## config.mk

```make
export PLATFORM = sky130hd
export DESIGN_NAME = ws2812b_chain_ctrl
export DESIGN_NICKNAME = d
export VERILOG_FILES = /design/src/rtl/ws2812b_chain_ctrl.sv
export SDC_FILE = /design/constraint.sdc
export NUM_CORES = 1
export LEC_CHECK = 0
export BUFFER_PORTS_ARGS = -buffer_cell sky130_fd_sc_hd__buf_4
export CORE_ASPECT_RATIO = 0.75
export CORE_MARGIN = 5
export CORE_UTILIZATION = 55
export DETAILED_ROUTE_END_ITERATION = 7
export HOLD_SLACK_MARGIN = 0.1
export PLACE_DENSITY = 0.88
export SYNTH_ARGS = -nofsm -noshare
export SYNTH_HDL_FRONTEND = slang
export SYNTH_SLANG_ARGS = --single-unit
export TNS_END_PERCENT = 20
```

## constraint.sdc

```tcl
create_clock -name clk -period 7.3 [get_ports clk]
set_input_delay 1.46 -clock clk [delete_from_list [all_inputs] [get_ports clk]]
set_output_delay 1.46 -clock clk [all_outputs]
set_load 0.02 [all_outputs]
```

## src/rtl/ws2812b_chain_ctrl.sv

```systemverilog
// Frame sequencer for a WS2812B chain: CPU-written GRB pixel buffer streamed to the
// serializer on a start command, followed by a latch (reset) interval on the line.
module ws2812b_chain_ctrl #(
  parameter int CLK_FREQ = 20_000_000,
  parameter int NUM_LEDS = 8,
  parameter int LATCH_US = 300,
  localparam int AW = $clog2(NUM_LEDS) + 1
) (
  input  logic          clk,
  input  logic          reset,
  input  logic          sel,
  input  logic          we,
  input  logic [AW-1:0] addr,
  input  logic [31:0]   wdata,
  output logic [31:0]   rdata,
  output logic          ready,
  output logic [23:0]   px_data,
  output logic          px_ena,
  input  logic          px_can_accept
);

  localparam int LATCH_CYCLES = (CLK_FREQ / 1_000_000) * LATCH_US;
  localparam int IW = (NUM_LEDS > 1) ? $clog2(NUM_LEDS) : 1;
  localparam int CW = (LATCH_CYCLES > 1) ? $clog2(LATCH_CYCLES) : 1;
  localparam logic [AW-1:0] CTRL_BIT   = AW'(1) << (AW - 1);
  localparam logic [IW-1:0] LAST_IDX   = IW'(NUM_LEDS - 1);
  localparam logic [CW-1:0] LATCH_LOAD = CW'(LATCH_CYCLES - 1);

  typedef enum logic [1:0] {IDLE, SEND, DRAIN, LATCH} state_t;

  state_t        state, state_next;
  logic [IW-1:0] idx, idx_next;
  logic [CW-1:0] cnt, cnt_next;
  logic [15:0]   frame_count, frame_count_next;
  logic [23:0]   pix_buf [NUM_LEDS];

  logic          busy;
  logic          ctrl_sel;
  logic          pix_hit;
  logic          wr_en;
  logic          start;
  logic [AW-1:0] pix_addr;
  logic          unused_wdata;

  assign ctrl_sel     = addr[AW-1];
  assign pix_addr     = addr & ~CTRL_BIT;
  assign pix_hit      = ~ctrl_sel & ({1'b0, pix_addr} < (AW+1)'(NUM_LEDS));
  assign busy         = (state != IDLE);
  // Only pixel writes stall: the buffer is streamed in place, so it must not change mid-frame.
  assign ready        = sel & ~(busy & we & ~ctrl_sel);
  assign wr_en        = sel & we & ready;
  assign start        = wr_en & ctrl_sel & wdata[0];
  assign px_data      = pix_buf[idx];
  assign unused_wdata = ^wdata[31:24];

  always_comb begin
    rdata = '0;
    if (ctrl_sel) begin
      rdata = {frame_count, 14'd0, busy, 1'b0};
    end else if (pix_hit) begin
      rdata = {8'd0, pix_buf[pix_addr[IW-1:0]]};
    end
  end

  always_ff @(posedge clk or posedge reset) begin
    if (reset) begin
      for (int i = 0; i < NUM_LEDS; i++) begin
        pix_buf[i] <= '0;
      end
    end else if (wr_en & pix_hit) begin
      pix_buf[pix_addr[IW-1:0]] <= wdata[23:0];
    end
  end

  always_ff @(posedge clk or posedge reset) begin
    if (reset) begin
      state       <= IDLE;
      idx         <= '0;
      cnt         <= '0;
      frame_count <= '0;
    end else begin
      state       <= state_next;
      idx         <= idx_next;
      cnt         <= cnt_next;
      frame_count <= frame_count_next;
    end
  end

  always_comb begin
    state_next       = state;
    idx_next         = idx;
    cnt_next         = cnt;
    frame_count_next = frame_count;
    px_ena           = 1'b0;
    case (state)
      IDLE: begin
        if (start) begin
          state_next = SEND;
          idx_next   = '0;
        end
      end
      SEND: begin
        px_ena = px_can_accept;
        if (px_can_accept) begin
          if (idx == LAST_IDX) begin
            state_next = DRAIN;
          end else begin
            idx_next = idx + 1'b1;
          end
        end
      end
      // can_accept returning high means the last pixel has left the shifter.
      DRAIN: begin
        if (px_can_accept) begin
          state_next = LATCH;
          cnt_next   = LATCH_LOAD;
        end
      end
      LATCH: begin
        if (cnt == '0) begin
          state_next       = IDLE;
          frame_count_next = frame_count + 16'd1;
        end else begin
          cnt_next = cnt - 1'b1;
        end
      end
      default: state_next = IDLE;
    endcase
  end

endmodule
```

# == Yosys cells after proc, flatten, opt, wreduce, memory -nomap -nowiden ==
# Cells that the tools add are included.
# word_totals
elab_cells,78
regBits,226
input_bits,41
output_inout_bits,58
# op_classes
addsub,3
n_mux,25
n_lt_le_gt_ge,4
reduce_logical,10
n_bitwise,13
n_eq_ne,11
# op_table
cell,count
bitwise mux 192 bit,1
binary-select mux 24 bit (select 3 bit),2
2-to-1 mux 24 bit,6
demux 24 bit (select 3 bit),1
2-to-1 mux 32 bit,1
2-to-1 mux 13 bit,2
case mux 13 bit (2 select lines),1
"adder 16 x 1 -> 16 bit, second input constant",1
"!= test 2 bit, second input constant",7
zero test 13 bit,1
"subtractor 13 x 1 -> 13 bit, second input constant",1
2-to-1 mux 2 bit,5
bitwise AND 1 bit,9
2-to-1 mux 3 bit,3
">= comparator 4 bit, second input constant",2
inverter 3 -> 4 bit,2
case mux 2 bit (4 select lines),1
case mux 3 bit (2 select lines),1
nonzero test 2 bit,3
AND reduction 5 bit,1
"equality test 2 bit, second input constant",2
"less-than comparator 3 x 4 -> 1 bit, second input constant",1
"less-than comparator 4 x 1 -> 1 bit, second input constant",1
AND reduction 4 bit,1
other kinds (9),10

# == Longest topological paths before layout ==
# depth
depth_word,10
depth_mapped,8
ltp_nobuf,6

# == Worst setup path before layout ==
# No wires, ideal clock.
# synth_path
path_type,in2out
startpoint,input port addr[0]
endpoint,output port rdata[14]
cell_stages,8
required_ps,5840
arrival_ps,3028
path_slack_ps,2812
path_buffers,4
path_cell_list,buf_2 -> buf_2 -> buf_2 -> buf_2 -> nand2_1 -> a21oi_1 -> o21ai_0 -> a21oi_1
# synth_via
elab_chain_len,6
elab_cells_between_ends,8
cone_classes,1 x order compare; 5 x mux; 2 x bitwise
# synth_lines
element,line_no,source
from (decl),13,"input logic [AW-1:0] addr,"
inverter 3 -> 4 bit (implied by the code),61,"rdata = {8'd0, pix_buf[pix_addr[IW-1:0]]};"
binary-select mux 24 bit (select 3 bit),61,
2-to-1 mux 24 bit (implied by the code) (2 in a row),61,
2-to-1 mux 24 bit (*),60,end else if (pix_hit) begin
2-to-1 mux 32 bit (*),58,if (ctrl_sel) begin
to (decl),15,"output logic [31:0] rdata,"
# Mark *: on every way between the ends. The rest lies on a longest branch, timed or not. The select of a mux whose other input is x is not followed.

# == Final worst setup path ==
# layout_path
startpoint,input port addr[0]
endpoint,output port rdata[4]
# The elaborated chain is that of the path after synthesis.

==> impl_metrics.py <==
metrics = {
    "routing": {
        "routed-wl-met2_mm": 14.5,
        "wl_met1_mm": 12.2,
        "drc_errors": 0,
        "post_drt_via_cell_ratio": 6.45,
        "via_count": 8159,
        "wl_mm": 29.5,
        "drt_iter0_drc": 753,
        "dr.pass1.iters": 5,
        "wl_met3_mm": 1.87,
        "post_drt_wl_per_cell_um": 23.3,
        "final_antenna_net_count": 0,
        "top_layer": "met5",
    },
    "sta": {
        "finalHoldViolations": 0,
        "rsz0062_at_grt": "false",
        "worst_pin_slew_ns": 1.05,
        "slew_headroom": 0.298,
        "finalSetupViolCount": 0,
        "skew_ns": 0.0153,
        "tns_ns": 0,
        "post-route-period-util": 0.691,
        "finalCriticalPeriod_ns": 5.04,
        "final_max_slew_viol_count": 0,
        "fmax_ghz": 0.198,
    },
    "synthesis": {
        "netlist.area_leader.share": 0.463,
        "ys_async_sr_fraction": 1.00,
        "yosysSeqAreaShare": 0.463,
        "yosys.area.top_type": "dfrtp_1",
        "synthFlopType": "dfrtp_1",
        "ys_ff_latch": 226,
        "ys_types": 48,
        "netlist_area_mm2": 0.0122,
        "synth_edf_count": 0,
        "synth_adder_area_share": 0.00922,
        "synth_compound_area_frac": 0.0432,
        "syn_inst": 890,
        "yosysWarningCount": 0,
        "synthXorXnorAreaFrac": 0.0108,
        "ys_top_cells_by_area": "dfrtp_1, mux2_2, mux4_2, mux2i_1, a21oi_1",
        "avgSynthCellArea_um2": 13.7,
        "synth_nets": 940,
        "synth_top_family_by_area": "multiplexers",
        "synthMuxAreaShare": 0.383,
        "yosys.area_share.simple": 0.0652,
    },
    "placement": {
        "dp_hpwl_mm": 17.9,
        "dp_cells": 1224,
        "numPortBuffers": 90,
        "gp_congestion": 0.822,
    },
    "setup_path": {
        "regToRegStartpoint": "state[0]",
        "startpoint": "addr[0]",
        "cp-start-kind": "primary input",
        "critPathRequiredTime_ns": 5.84,
        "slowest_stage": "buf_4",
        "worstPathArrival_ns": 3.58,
        "cp_cell_sequence": "buf_4 -> nor2b_1 -> a22o_1 -> a21oi_1 -> a21oi_1 -> buf_4",
        "path_class": "in -> out",
        "max_stage_delay_ns": 0.70,
        "endpoint_kind": "primary output",
        "crit_fanout": 65,
    },
    "pwr": {
        "p_sw_frac": 0.304,
        "ir_drop_mv": 0.170,
        "pwr-share-comb": 0.272,
        "seq_power_share": 0.437,
        "p_sw_mw": 1.26,
        "internal_power_mw": 2.88,
        "p_leak_nw": 6.38,
        "clock_power_share": 0.291,
        "p_per_area_mw_per_mm2": 298,
    },
    "hold_path": {
        "worstHoldStart": "frame_count[15]",
        "hold_path.class": "reg -> reg",
    },
    "clocking": {
        "cts_tree": "built",
        "worstSkewPairLatency_ns": 0.52,
        "clk_pin_slew_ns": 0.06,
        "clock-root-buffer": "clkbuf_16",
        "hold_buffers": 0,
        "clockBufferDepth": 3,
        "cts_made_buffers": 24,
        "cts_htree_levels": 1,
        "clock_sinks": 226,
        "post_cts_resized": 0,
        "cts_setup_buffers": 0,
    },
    "global_route": {
        "grt_pass1_vias": 8604,
        "grt_max_degree": 136,
        "grt_pass1_wl_mm": 48.2,
        "grt.total_usage": 0.235,
        "overflow": 0,
        "grt_antenna_before_repair": 1,
    },
    "floorplan": {
        "die_y_um": 139,
        "core_mm2": 0.0220,
        "io_pins": 99,
        "die_w_um": 182,
        "start_util": 0.556,
        "fp-row-count": 47,
        "die_area_mm2": 0.0253,
    },
    "final_layout": {
        "nNetsFinal": 1006,
        "layoutNonFillerInstCount": 1264,
        "antennaDiodeCount": 0,
        "drive_above_1_share": 0.477,
        "area_growth_pct": 13.7,
    },
    "outcome": {
        "status": "completed",
    },
    "run": {
        "cap_violations": 0,
    },
}
## metrics by stage
| stage | hold slack, ns | cell area (um^2) | power (mW) | utilization | setup WS (ns) |
|---|---|---|---|---|---|
| floorplan | 0.438 | 12200 | 2.58 | - | 2.81 |
| finish | 0.463 | 13900 | 4.14 | 0.631 | 2.26 |
| global placement | 0.455 | 13100 | 2.86 | 0.596 | 2.26 |
| detailed placement | 0.462 | 13100 | 2.93 | 0.596 | 2.28 |
| CTS | 0.470 | 13900 | 4.15 | 0.631 | 2.28 |
| global route | 0.496 | 13900 | 4.33 | 0.631 | 2.14 |
## per-layer routing
metal / global-route usage / up-vias
li1: - / 3518
met1: 0.329 / 4218
met2: 0.383 / 341
met3: 0.0372 / 80
met4: 0.0730 / 2
met5: 0 / -
## registers in the layout (all words and copies together), names as in the netlist
signal and flops:
cnt 13, frame_count 16, idx 3, pix_buf 192, state 2
## cell usage in the layout (no fill, tap or decap), types with 3 or more instances in the layout
cell type / Yosys / final
buf_4: 0 / 101
nor2_1: 27 / 25
clkbuf_16: 0 / 24
o31ai_1: 4 / 4
nor3_1: 5 / 5
and3_1: 4 / 4
clkbuf_8: 0 / 4
clkbuf_1: 21 / 6
mux2_2: 238 / 238
ha_1: 9 / 9
and4_1: 4 / 4
a22o_1: 14 / 14
nand3_1: 11 / 11
nand4_1: 10 / 10
xnor2_1: 14 / 14
a21oi_1: 36 / 36
nand2_1: 30 / 29
or4_1: 5 / 5
nor4_1: 4 / 4
dfrtp_1: 226 / 224
and2_1: 10 / 10
mux2i_1: 29 / 29
o21ai_0: 22 / 22
mux4_2: 76 / 76
inv_1: 8 / 7
nor2b_1: 4 / 4
a31oi_1: 3 / 3
nand2b_1: 10 / 10
## layout make-up
| cell class | instances | area (um^2) |
|---|---|---|
| clock inverters | 6 | 97.6 |
| well taps | 294 | 368 |
| inverters | 8 | 33.8 |
| fillers | 1527 | 8110 |
| multi-input cells | 594 | 6270 |
| clock buffers | 34 | 678 |
| repair buffers | 102 | 778 |
| flip-flops and latches | 226 | 5660 |
## cell usage after synthesis, types with 2 or more instances
cell type / instances
nor2b_1: 4
a22o_1: 14
inv_1: 8
nor4_4: 2
or3b_1: 2
nand4_1: 10
a21oi_1: 36
o31ai_1: 4
xnor2_1: 14
o311ai_0: 2
buf_1: 7
nand3_1: 11
a31oi_1: 3
o21ai_0: 22
nand2b_1: 10
nor4_1: 4
mux2i_1: 29
or4_1: 5
nand3b_1: 2
nor2_1: 27
mux2_2: 238
and2_1: 10
nand2_1: 30
or3_1: 2
buf_2: 33
clkbuf_1: 21
ha_1: 9
and3_1: 4
mux4_2: 76
and4_1: 4
dfrtp_1: 226
nor3_1: 5
## worst max-delay path, delay by kind of cell
kind | cells | cell delay, ns
AO/OA/AOI/OAI | 3 | 0.56
buffers and inverters | 2 | 0.90
AND/OR/NAND/NOR | 1 | 0.55
## logic make-up (layout without fill, tap and decap cells)
logic type / Yosys count / count (layout)
AO/OA/AOI/OAI: 87 / 87
multiplexers: 343 / 343
buffers and inverters: 70 / 150
XOR/XNOR: 15 / 15
flip-flops: 226 / 226
adder cells (fa/ha/maj): 9 / 9
AND/OR/NAND/NOR: 140 / 140
## power by group through the flow
stage / Combinational (mW) / Sequential [mW] / Clock [mW]
floorplan: 0.918 / 1.66 / 0
detailed placement: 1.12 / 1.81 / 0
global route: 1.21 / 1.85 / 1.27
CTS: 1.13 / 1.80 / 1.22
global placement: 1.08 / 1.79 / 0
finish: 1.13 / 1.81 / 1.20
## path summary, 6_finish.rpt
| check | endpoint | slack [ns] | cells past startpoint |
|---|---|---|---|
| max | rdata[4] | 2.26 | 6 |
| min | frame_count[15] | 0.46 | 1 |
| max reg2reg | pix_buf[34] | 4.27 | 6 |
| min reg2reg | frame_count[15] | 0.46 | 1 |
| max in group asynchronous | idx[0] | 4.86 | 3 |
| min in group asynchronous | pix_buf[132] | 1.18 | 2 |
Note: power is estimated with default switching activity, not from simulation.
